[config.mk]
export PLATFORM = sky130hd
export DESIGN_NAME = alu
export DESIGN_NICKNAME = d
export VERILOG_FILES = /design/src/rtl/alu.sv
export SDC_FILE = /design/constraint.sdc
export NUM_CORES = 1
export LEC_CHECK = 0
export ABC_AREA = 1
export BUFFER_PORTS_ARGS = -buffer_cell sky130_fd_sc_hd__clkbuf_2
export CAP_MARGIN = 10
export CORE_AREA = 5 5 42 44
export DETAILED_ROUTE_END_ITERATION = 12
export DIE_AREA = 0 0 47 49
export SYNTH_ARGS = -nofsm -noshare
export SYNTH_HDL_FRONTEND = slang
export SYNTH_SLANG_ARGS = --single-unit
[constraint.sdc]
create_clock -name reclk -period 1.7 [get_ports reclk]
set_input_delay 0.085 -clock reclk [delete_from_list [all_inputs] [get_ports reclk]]
set_output_delay 0.085 -clock reclk [all_outputs]
set_load 0.005 [all_outputs]
[src/rtl/alu.sv]
// alu: bit-serial 1-bit ALU slice; operands stream LSB first, one state bit
// carries carry/borrow/compare/mismatch/delay information between positions.
module alu (
    input  logic       reclk,
    input  logic       rst,
    input  logic       ain,
    input  logic       bin,
    input  logic [2:0] op,
    output logic       aluout,
    output logic       regout
);
    logic r_q, r_d, x, g;
    assign x = ain ^ bin;
    assign g = (ain & ~bin) | (~x & r_q);
    assign regout = r_q;
    always_comb begin
        aluout = 1'b0;
        r_d    = 1'b0;
        case (op)
            3'b000: begin aluout = x ^ r_q; r_d = (ain & bin) | (ain & r_q) | (bin & r_q); end
            3'b001: begin aluout = x ^ r_q; r_d = (~ain & bin) | (~x & r_q); end
            3'b010: aluout = ain & bin;
            3'b011: aluout = ain | bin;
            3'b100: aluout = x;
            3'b101: begin aluout = g; r_d = g; end
            3'b110: begin aluout = ~(r_q | x); r_d = r_q | x; end
            default: begin aluout = r_q; r_d = ain; end
        endcase
    end
    always_ff @(posedge reclk or negedge rst)
        if (!rst) r_q <= 1'b0;
        else      r_q <= r_d;
endmodule

==> results of run 1 <==
## metrics by stage
stage | cell area, um2 | total power, mW
finish | 353 | 0.106
global route | 353 | 0.122
CTS | 353 | 0.108
detailed placement | 343 | 0.105
global placement | 343 | 0.106
floorplan | 297 | 0.0779
## where the power goes
group          switching (mW)  total, mW  leakage, nW  internal (mW)
Clock                       0          0            0              0
Sequential            0.00604     0.0331       0.0127         0.0270
Combinational          0.0416     0.0731        0.198         0.0315
## synthesized netlist by cell type (all sizes together)
master  number
nor3         1
dfrtp        1
nand3        4
nand2       12
inv          9
nand4        2
a21oi        2
clkbuf       1
fa           3
ha           3
nor2         9
## path summary, 6_finish.rpt
kind | cells after the start | slack [ns] | start | endpoint
worst min-delay path | 2 | 0.40 | rst | regout
worst min register to register | 5 | 0.93 | regout | regout
min in group reclk | 3 | 0.47 | ain | regout
worst max-delay path | 6 | 0.28 | regout | aluout
max in group asynchronous | 2 | 1.21 | rst | regout
worst max register to register | 5 | 0.41 | regout | regout
## logic make-up after synthesis
group	share of synthesized area [%]
flops	8.44
buf+inv	16.0
fa+ha+maj	32.9
compound gates	3.38
simple gates	39.2
## what timing repair did
| action | CTS | global route |
|---|---|---|
| endpoints found under the hold margin | 1 | 0 |
| resized for setup | 0 | 0 |
| hold buffers | 1 | 0 |
## per-layer routing
metal	track usage (%)	share of wire [%]	vias to the layer above
met5	0	0	-
met1	7.47	45	137
met4	0	0	0
met3	0.738	5.4	0
met2	9.28	49	4
li1	-	-	159
## placed cells by master (no fill, tap or decap)
cell,count
nand2_1,12
inv_1,9
a21oi_1,2
nor3_1,1
fa_1,3
dlygate4sd3_1,1
nand4_1,2
nand3_1,4
dfrtp_1,1
clkbuf_2,8
ha_1,3
nor2_1,9
## area by class of cell
| cell class | count | share of cell area, % |
|---|---|---|
| Inverter | 9 | 9.57 |
| Multi-Input combinational cell | 36 | 63.5 |
| Sequential cell | 1 | 7.09 |
| Tap cell | 16 | 5.67 |
| Timing Repair Buffer | 9 | 14.2 |
## critical path, stage by stage, from the launching register on
cell      delay (ns)
dfrtp_1         0.45
fa_1            0.46
nand2_1         0.08
nor2_1          0.03
a21oi_1         0.12
nand3_1         0.08
clkbuf_2        0.11
==> reports/results.tsv, run 1 <==
metric	value	unit
pwr/cell area	301	nW/um2
CP endpoint kind	output port	
gr ovfl total	0	
MaxCap Viol Count	0	
post-synthesis cell count	47	
Layout area overhead	19.0	%
Total Neg Setup Slack	0	ns
hpwl dp	501	um
Post-Layout Cell Count	71	
Synth Warn #	0	
Final Net Count	70	
GP Congestion	0.778	
CP Max Fanout	6	
All-Layer GR Usage	5.42	%
pin slew with the least headroom to its limit	0.242	ns
final core utilization	25.2	%
PortBufs	8	
Worst-path clk slew	0	ns
fill count	172	
DRT antenna net count	0	
Max Clock Freq	703	MHz
FF+latch count, synth	1	
Core Box Area	1400	um2
pre-CTS setup slack	0.254	ns
status	finished clean	
DR WL/cell	7.89	um
DR vias/cell	4.23	
DRC Markers	0	
number of flip-flops in the largest register	1	
post-synthesis net count	60	
worst-skew pair later-pin latency	0	ns
final WL	560	um
Mapped Area	297	um2
postcts setup bufs	0	
Vias	300	
Max Transition Viols Final	0	
Starting DRT DRC Count	4	
pin count of the biggest net entering global routing	11	
final hold vios	0	
I/O pins	9	
Final Skew	0	ns
critical path arrival	1.34	ns
DR pass1 iterations	2	
die width	47	um
Yosys top cell by area	fa_1	
Slew HR	83.8	%
WP data required	1.62	ns
global-route wire length before repair	1.05	mm
Reg area	25.0	um2
CP Launch Type	flip-flop	
final worst-path cycle share	83.7	%
register area share after synthesis	8.44	%
Final Setup Violations	0	
vias in the first global route	279	
post-synth top area share	20.3	%
average size of a mapped cell	6.31	um2
Unique masters post-synth	11	
WHS	0.401	ns
critical path class	flip-flop to output port	
Pleak	0.211	nW
Area contributors post-synth	fa_1 (20%), nand2_1 (15%), ha_1 (13%)	
n_diodes	0	
worst vdd ir	0.137	mV
share of layout cells above drive strength 1	14.5	%
Starting Density	21.2	%
DP Cell Count	70	
Hold Path Class	input port to asynchronous set/reset pin	
die area	2300	um2
Die Span Y	49	um
num rows	14	
initial antenna violation count	0	
slack of the critical path	0.278	ns
RSZ-0062 raised after global routing	no	
Multi-input gate area	224	um2
Final min period	1.42	ns
Power figures use the tool's default switching activity.
==> inputs of run 2 (changes only) <==
==> constraint.sdc (replaced) <==
create_clock -name reclk -period 1.3 [get_ports reclk]
set_input_delay 0.065 -clock reclk [delete_from_list [all_inputs] [get_ports reclk]]
set_output_delay 0.065 -clock reclk [all_outputs]
set_load 0.005 [all_outputs]
==> run 2 against run 1 <==
  * Setup slack worse by 0.29 ns
  * Sequential cell count unchanged
  * Via count up 9.3%
  * The flow now finishes with violations (setup timing)
  * Global-route usage up 0.78 points
  * Cell area up 21%
  * Utilization up 5.4 points
  * Total power up 58%
  * Cell count up 11%
  * First-iteration DRC count up 100%
  * Combinational power up 75%
  * Hold slack worse by 0.0091 ns
==> reports/results.tsv, run 2 (same netlist as run 1, synthesis figures left out) <==
metric	value	unit	change
final worst-path cycle share	101	%	
Pint	0.0990	mW	+69%
All-Layer GR Usage	6.21	%	+0.78 points
num rows	14		unchanged
Final Net Count	78		+11%
Clk pwr share	0	%	unchanged
worst-skew pair later-pin latency	0	ns	unchanged
global-route wire length before repair	1.18	mm	+13%
CP endpoint kind	output port		
slack of the critical path	-0.0157	ns	-0.293 ns
number of flip-flops in the largest register	1		unchanged
CP Max Fanout	4		-2
pin slew with the least headroom to its limit	0.181	ns	-0.0614 ns
I/O pins	9		unchanged
largest stage delay on the critical path	0.44	ns	-0.02 ns
CP max stage cell	fa_1		
Core Box Area	1400	um2	unchanged
Final min period	1.32	ns	
Layout area overhead	44.3	%	
DRT antenna net count	0		unchanged
Max Transition Viols Final	0		unchanged
share of layout cells above drive strength 1	30.2	%	+16 points
GP Congestion	0.775		-0.42%
Starting Density	21.2	%	unchanged
n_diodes	0		unchanged
Starting DRT DRC Count	8		+4
Pleak	0.247	nW	+17%
critical path class	flip-flop to output port		
CP Launch Type	flip-flop		
critical path arrival	1.25	ns	-0.09 ns
final hold vios	0		unchanged
Max Clock Freq	760	MHz	
DR WL/cell	8.62	um	+9.3%
worst vdd ir	0.190	mV	+38%
Die Span Y	49	um	unchanged
failing checks	setup timing		
Final Setup Violations	1		+1
Vias	328		+9.3%
Hold Path Class	input port to asynchronous set/reset pin		
Worst-path clk slew	0	ns	unchanged
die width	47	um	unchanged
DR pass1 iterations	4		+2
WP data required	1.24	ns	-0.38 ns
die area	2300	um2	unchanged
Final Skew	0	ns	unchanged
final core utilization	30.5	%	+5.4 points
pwr/cell area	393	nW/um2	+31%
status	finished with violations		
Sequential Power Share	24.0	%	-7.2 points
fill count	164		-4.7%
DR vias/cell	4.15		-1.7%
MaxCap Viol Count	0		unchanged
commonest non-fill, non-tap cells in the layout	nand2_1 (12), nor2_1 (9), inv_1 (8), buf_4 (8), clkbuf_2 (7)		
Buf+Inv Stages, Crit Path	1		unchanged
cell breakdown of the critical path	fa_1 > nand2_1 > nor2_1 > a21oi_1 > nand3_1 > clkbuf_2		
pre-CTS setup slack	-0.0355	ns	-0.290 ns
PortBufs	8		unchanged
gr ovfl total	0		unchanged
register-to-register setup slack	0.02	ns	-0.39 ns
postcts setup bufs	0		unchanged
DRC Markers	0		unchanged
vias in the first global route	307		+10%
Sw Pwr	0.0692	mW	+45%
final WL	681	um	+22%
Switching Fraction	41.1	%	-3.8 points
Slew HR	87.9	%	+4.1 points
Worst path top cell family by delay	adder cells		
hpwl dp	561	um	+12%
most common cell after layout, fill and taps aside	nand2_1		
RSZ-0062 raised after global routing	yes		
initial antenna violation count	0		unchanged
Comb pwr share	76.0	%	+7.2 points
pin count of the biggest net entering global routing	11		unchanged
[run 2: path summary, 6_finish.rpt]
kind,start,to,cells past startpoint
min reg2reg,regout,regout,5
max reg2reg,regout,regout,6
max,regout,aluout,6
min in group reclk,op[0],regout,5
min,rst,regout,2
max in group asynchronous,rst,regout,2
[run 2: final cells by class]
class                   instances  area, um2  area share (%)
flip-flops and latches          1       25.0            5.85
well taps                      16       20.0            4.68
inverters                       9       33.8            7.89
multi-input cells              36        239            55.8
repair buffers                 17        110            25.7
[run 2: stage by stage]
step	instances	setup TNS, ns	total power, mW	area (um2)	hold slack, ns
4_1_cts	79	-0.0300	0.166	415	0.383
6_report	79	-0.0157	0.168	428	0.392
5_1_grt	79	-0.142	0.189	428	0.410
2_1_floorplan	47	0	0.102	297	-0.231
3_5_place_dp	78	-0.0355	0.162	403	-0.158
3_3_place_gp	78	-0.0276	0.162	403	-0.159
[run 2: timing repair]
action | CTS | global route
endpoints found under the setup margin | 1 | 2
pin swaps | 1 | 1
gates resized for setup | 1 | 3
hold endpoints to repair | 1 | 0
hold buffers | 1 | 0
gates cloned | 0 | 0
[run 2: per-layer routing]
layer / up-vias / global-route usage (%) / part of all wire [%]
li1: 173 / - / -
met1: 148 / 8.83 / 43
met2: 7 / 10.6 / 52
met3: 0 / 0.369 / 4.7
met4: 0 / 0 / 0
met5: - / 0 / 0
[run 2: power groups by stage]
stage | clock [mW] | sequential, mW | combinational [mW]
floorplan | 0 | 0.0422 | 0.0596
global placement | 0 | 0.0400 | 0.122
detailed placement | 0 | 0.0402 | 0.122
CTS | 0 | 0.0404 | 0.126
global route | 0 | 0.0410 | 0.148
finish | 0 | 0.0403 | 0.128
==> inputs of run 3 (changes only) <==
--- a/config.mk
+++ b/config.mk
@@ -5,7 +5,6 @@
 export SDC_FILE = /design/constraint.sdc
 export NUM_CORES = 1
 export LEC_CHECK = 0
-export ABC_AREA = 1
 export BUFFER_PORTS_ARGS = -buffer_cell sky130_fd_sc_hd__clkbuf_2
 export CAP_MARGIN = 10
 export CORE_AREA = 5 5 42 44
==> run 3 against run 2 <==
  * The flow still finishes with violations (setup timing)
  * Setup slack lost 0.11 ns
  * Sequential cell count unchanged
  * Sequential share of layout area up 0.78 points
==> reports/results.tsv, run 3 <==
metric	value	unit	change
status	finished with violations		
failing checks	setup timing		
Pwr Total	0.167	mW	-0.89%
final hold vios	0		unchanged
DRT antenna net count	0		unchanged
Post-synth top cells	inv_1 (5), a21oi_1 (3), fa_1 (3), ha_1 (3)		
dominant register cell in the synthesized netlist	dfrtp_1		
MaxCap Viol Count	0		unchanged
CP endpoint kind	output port		
worst-skew pair later-pin latency	0	ns	unchanged
Die Span Y	49	um	unchanged
final worst-path cycle share	110	%	+8.8 points
Unique masters post-synth	17		+6
DR vias/cell	4.05		-2.5%
Reg2Reg Launch Point	regout		
Synth Area in Compound Gates	13.7	%	+10 points
Buf+Inv Stages, Crit Path	1		unchanged
vias in the first global route	210		-32%
Sw Pwr	0.0615	mW	-11%
share of layout cells above drive strength 1	50.0	%	+20 points
register area share after synthesis	9.80	%	+1.4 points
GP Congestion	0.637		-18%
CP Launch Type	flip-flop		
pin slew with the least headroom to its limit	0.225	ns	+0.0445 ns
Slew HR	84.9	%	-3.0 points
gr ovfl total	0		unchanged
num rows	14		unchanged
critical path class	flip-flop to output port		
Max Transition Viols Final	0		unchanged
die width	47	um	unchanged
Comb pwr share	74.7	%	-1.3 points
Total Neg Setup Slack	-0.204	ns	-0.188 ns
Pint	0.105	mW	+6.2%
Final Setup Violations	2		+1
Area contributors post-synth	fa_1 (24%), ha_1 (15%), dfrtp_1 (9.8%)		
Sequential Power Share	25.3	%	+1.3 points
commonest non-fill, non-tap cells in the layout	clkbuf_2 (8), buf_4 (7), inv_1 (5)		
PortBufs	8		unchanged
CP Max Fanout	5		+1
number of flip-flops in the largest register	1		unchanged
Hold Path Class	input port to flip-flop		
largest stage delay on the critical path	0.43	ns	about the same
Clk pwr share	0	%	unchanged
Mapped Area	255	um2	-14%
critical path arrival	1.37	ns	+0.12 ns
I/O pins	9		unchanged
fill count	169		+3.0%
RSZ-0062 raised after global routing	yes		
global-route wire length before repair	910	um	-23%
post-synthesis xor/xnor area fraction	0	%	unchanged
Starting DRT DRC Count	2		-6
Max Clock Freq	699	MHz	-8.0%
ys async rst share	100	%	unchanged
Worst path top cell family by delay	flip-flops		
Vias	243		-26%
average size of a mapped cell	8.80	um2	+40%
Worst-path clk slew	0	ns	unchanged
post-synthesis net count	42		-30%
Layout area overhead	55.4	%	
post-synth top area share	23.5	%	+3.3 points
Post-synth EDFFs	0		unchanged
WP data required	1.24	ns	about the same
DR pass1 iterations	2		-2
post-synthesis cell count	29		-38%
Post-Synth Adder-Cell Area	38.2	%	+5.3 points
Final min period	1.43	ns	+0.115 ns
most common cell after layout, fill and taps aside	clkbuf_2		
Starting Density	18.2	%	-2.9 points
postcts setup bufs	0		unchanged
hold_sp	op[2]		
worst vdd ir	0.246	mV	+30%
FF+latch count, synth	1		unchanged
multiplexer area fraction after synthesis	12.3	%	+12 points
cell breakdown of the critical path	fa_1 > nand2b_1 > a21oi_2 > a221o_1 > clkbuf_2		
Synth Warn #	0		unchanged
Setup crit start	regout		
Switching Fraction	36.9	%	-4.2 points
largest family of logic cells by synthesized area	adder cells		
Pleak	0.190	nW	-23%
count leader, synth	inv_1		
Yosys top cell by area	fa_1		
simple-gate share of the synthesized area	15.7	%	-24 points
die area	2300	um2	unchanged
CP max stage cell	dfrtp_2		
pin count of the biggest net entering global routing	9		-2
DR WL/cell	8.53	um	-1.0%
Final Net Count	59		-24%
DRC Markers	0		unchanged
Multi-input gate area	229	um2	-4.2%
pwr/cell area	420	nW/um2	+6.9%
slack of the critical path	-0.131	ns	-0.115 ns
All-Layer GR Usage	4.80	%	-1.4 points
Final Skew	0	ns	unchanged
Core Box Area	1400	um2	unchanged
Reg area	26.3	um2	+5.0%
initial antenna violation count	0		unchanged
final core utilization	28.3	%	-2.2 points
final WL	512	um	-25%
n_diodes	0		unchanged
## run 3: changes by cell type after synthesis, sizes merged, moves of 2 or more
cell   before  now
inv         9    5
nor2        9    1
nand2      12    0
nand3       4    2
mux2i       0    2
o21ai       0    2
nand4       2    0
## run 3: path summary, 6_finish.rpt
check | to | slack (ns) | cells after the start
max in group asynchronous | regout | 0.83 | 2
worst min-delay path | regout | 0.35 | 3
worst min register to register | regout | 0.97 | 4
worst max-delay path | aluout | -0.13 | 5
min in group asynchronous | regout | 0.38 | 2
worst max register to register | regout | -0.07 | 4
## run 3: worst register-to-register path, cell delays in order, from the launching register on
cell,delay (ns)
dfrtp_2,0.43
fa_2,0.35
mux2_2,0.28
a21oi_2,0.13
o21ai_1,0.06
## run 3: cell type report
| type | instances | share of cell area [%] |
|---|---|---|
| well taps | 16 | 5.05 |
| inverters | 5 | 4.73 |
| flip-flops and latches | 1 | 6.62 |
| repair buffers | 16 | 25.9 |
| multi-input cells | 22 | 57.7 |
## run 3: power groups by stage
stage	clock network [mW]	logic, mW	registers, mW
finish	0	0.124	0.0422
global route	0	0.143	0.0424
CTS	0	0.121	0.0419
detailed placement	0	0.115	0.0419
global placement	0	0.114	0.0421
floorplan	0	0.0557	0.0422
## run 3: what timing repair did
item                                    CTS  global route
pin swaps                                 3             1
endpoints found under the setup margin    2             2
endpoints found under the hold margin     1             0
gates resized for setup                   3             2
hold buffers                              1             0
## run 3: stage by stage
stage,hold WS [ns],std cells,setup WS (ns),cell area [um2]
5_1_grt,0.403,60,-0.199,397
4_1_cts,0.354,60,-0.125,380
3_3_place_gp,-0.160,59,-0.169,364
2_1_floorplan,-0.231,29,-0.0462,259
6_report,0.350,60,-0.131,397
3_5_place_dp,-0.159,59,-0.166,364
## run 3: cells by family (layout without fill, tap and decap cells)
kind of cell | count (synthesis) | after routing
buffers and inverters | 6 | 21
DFF | 1 | 1
adders and majority gates | 6 | 6
and+or+nand+nor | 7 | 7
AOI/OAI and AO/OA | 6 | 6
muxes | 3 | 3
## run 3: layer usage
metal | part of all wire, % | global-route usage (%) | wire length, um | vias up
met5 | 0 | 0 | 0 | -
met4 | 0 | 0 | 0 | 0
met3 | 4.7 | 0.369 | 24 | 0
met2 | 55 | 8.14 | 280 | 4
met1 | 40 | 6.87 | 207 | 114
li1 | - | - | - | 125
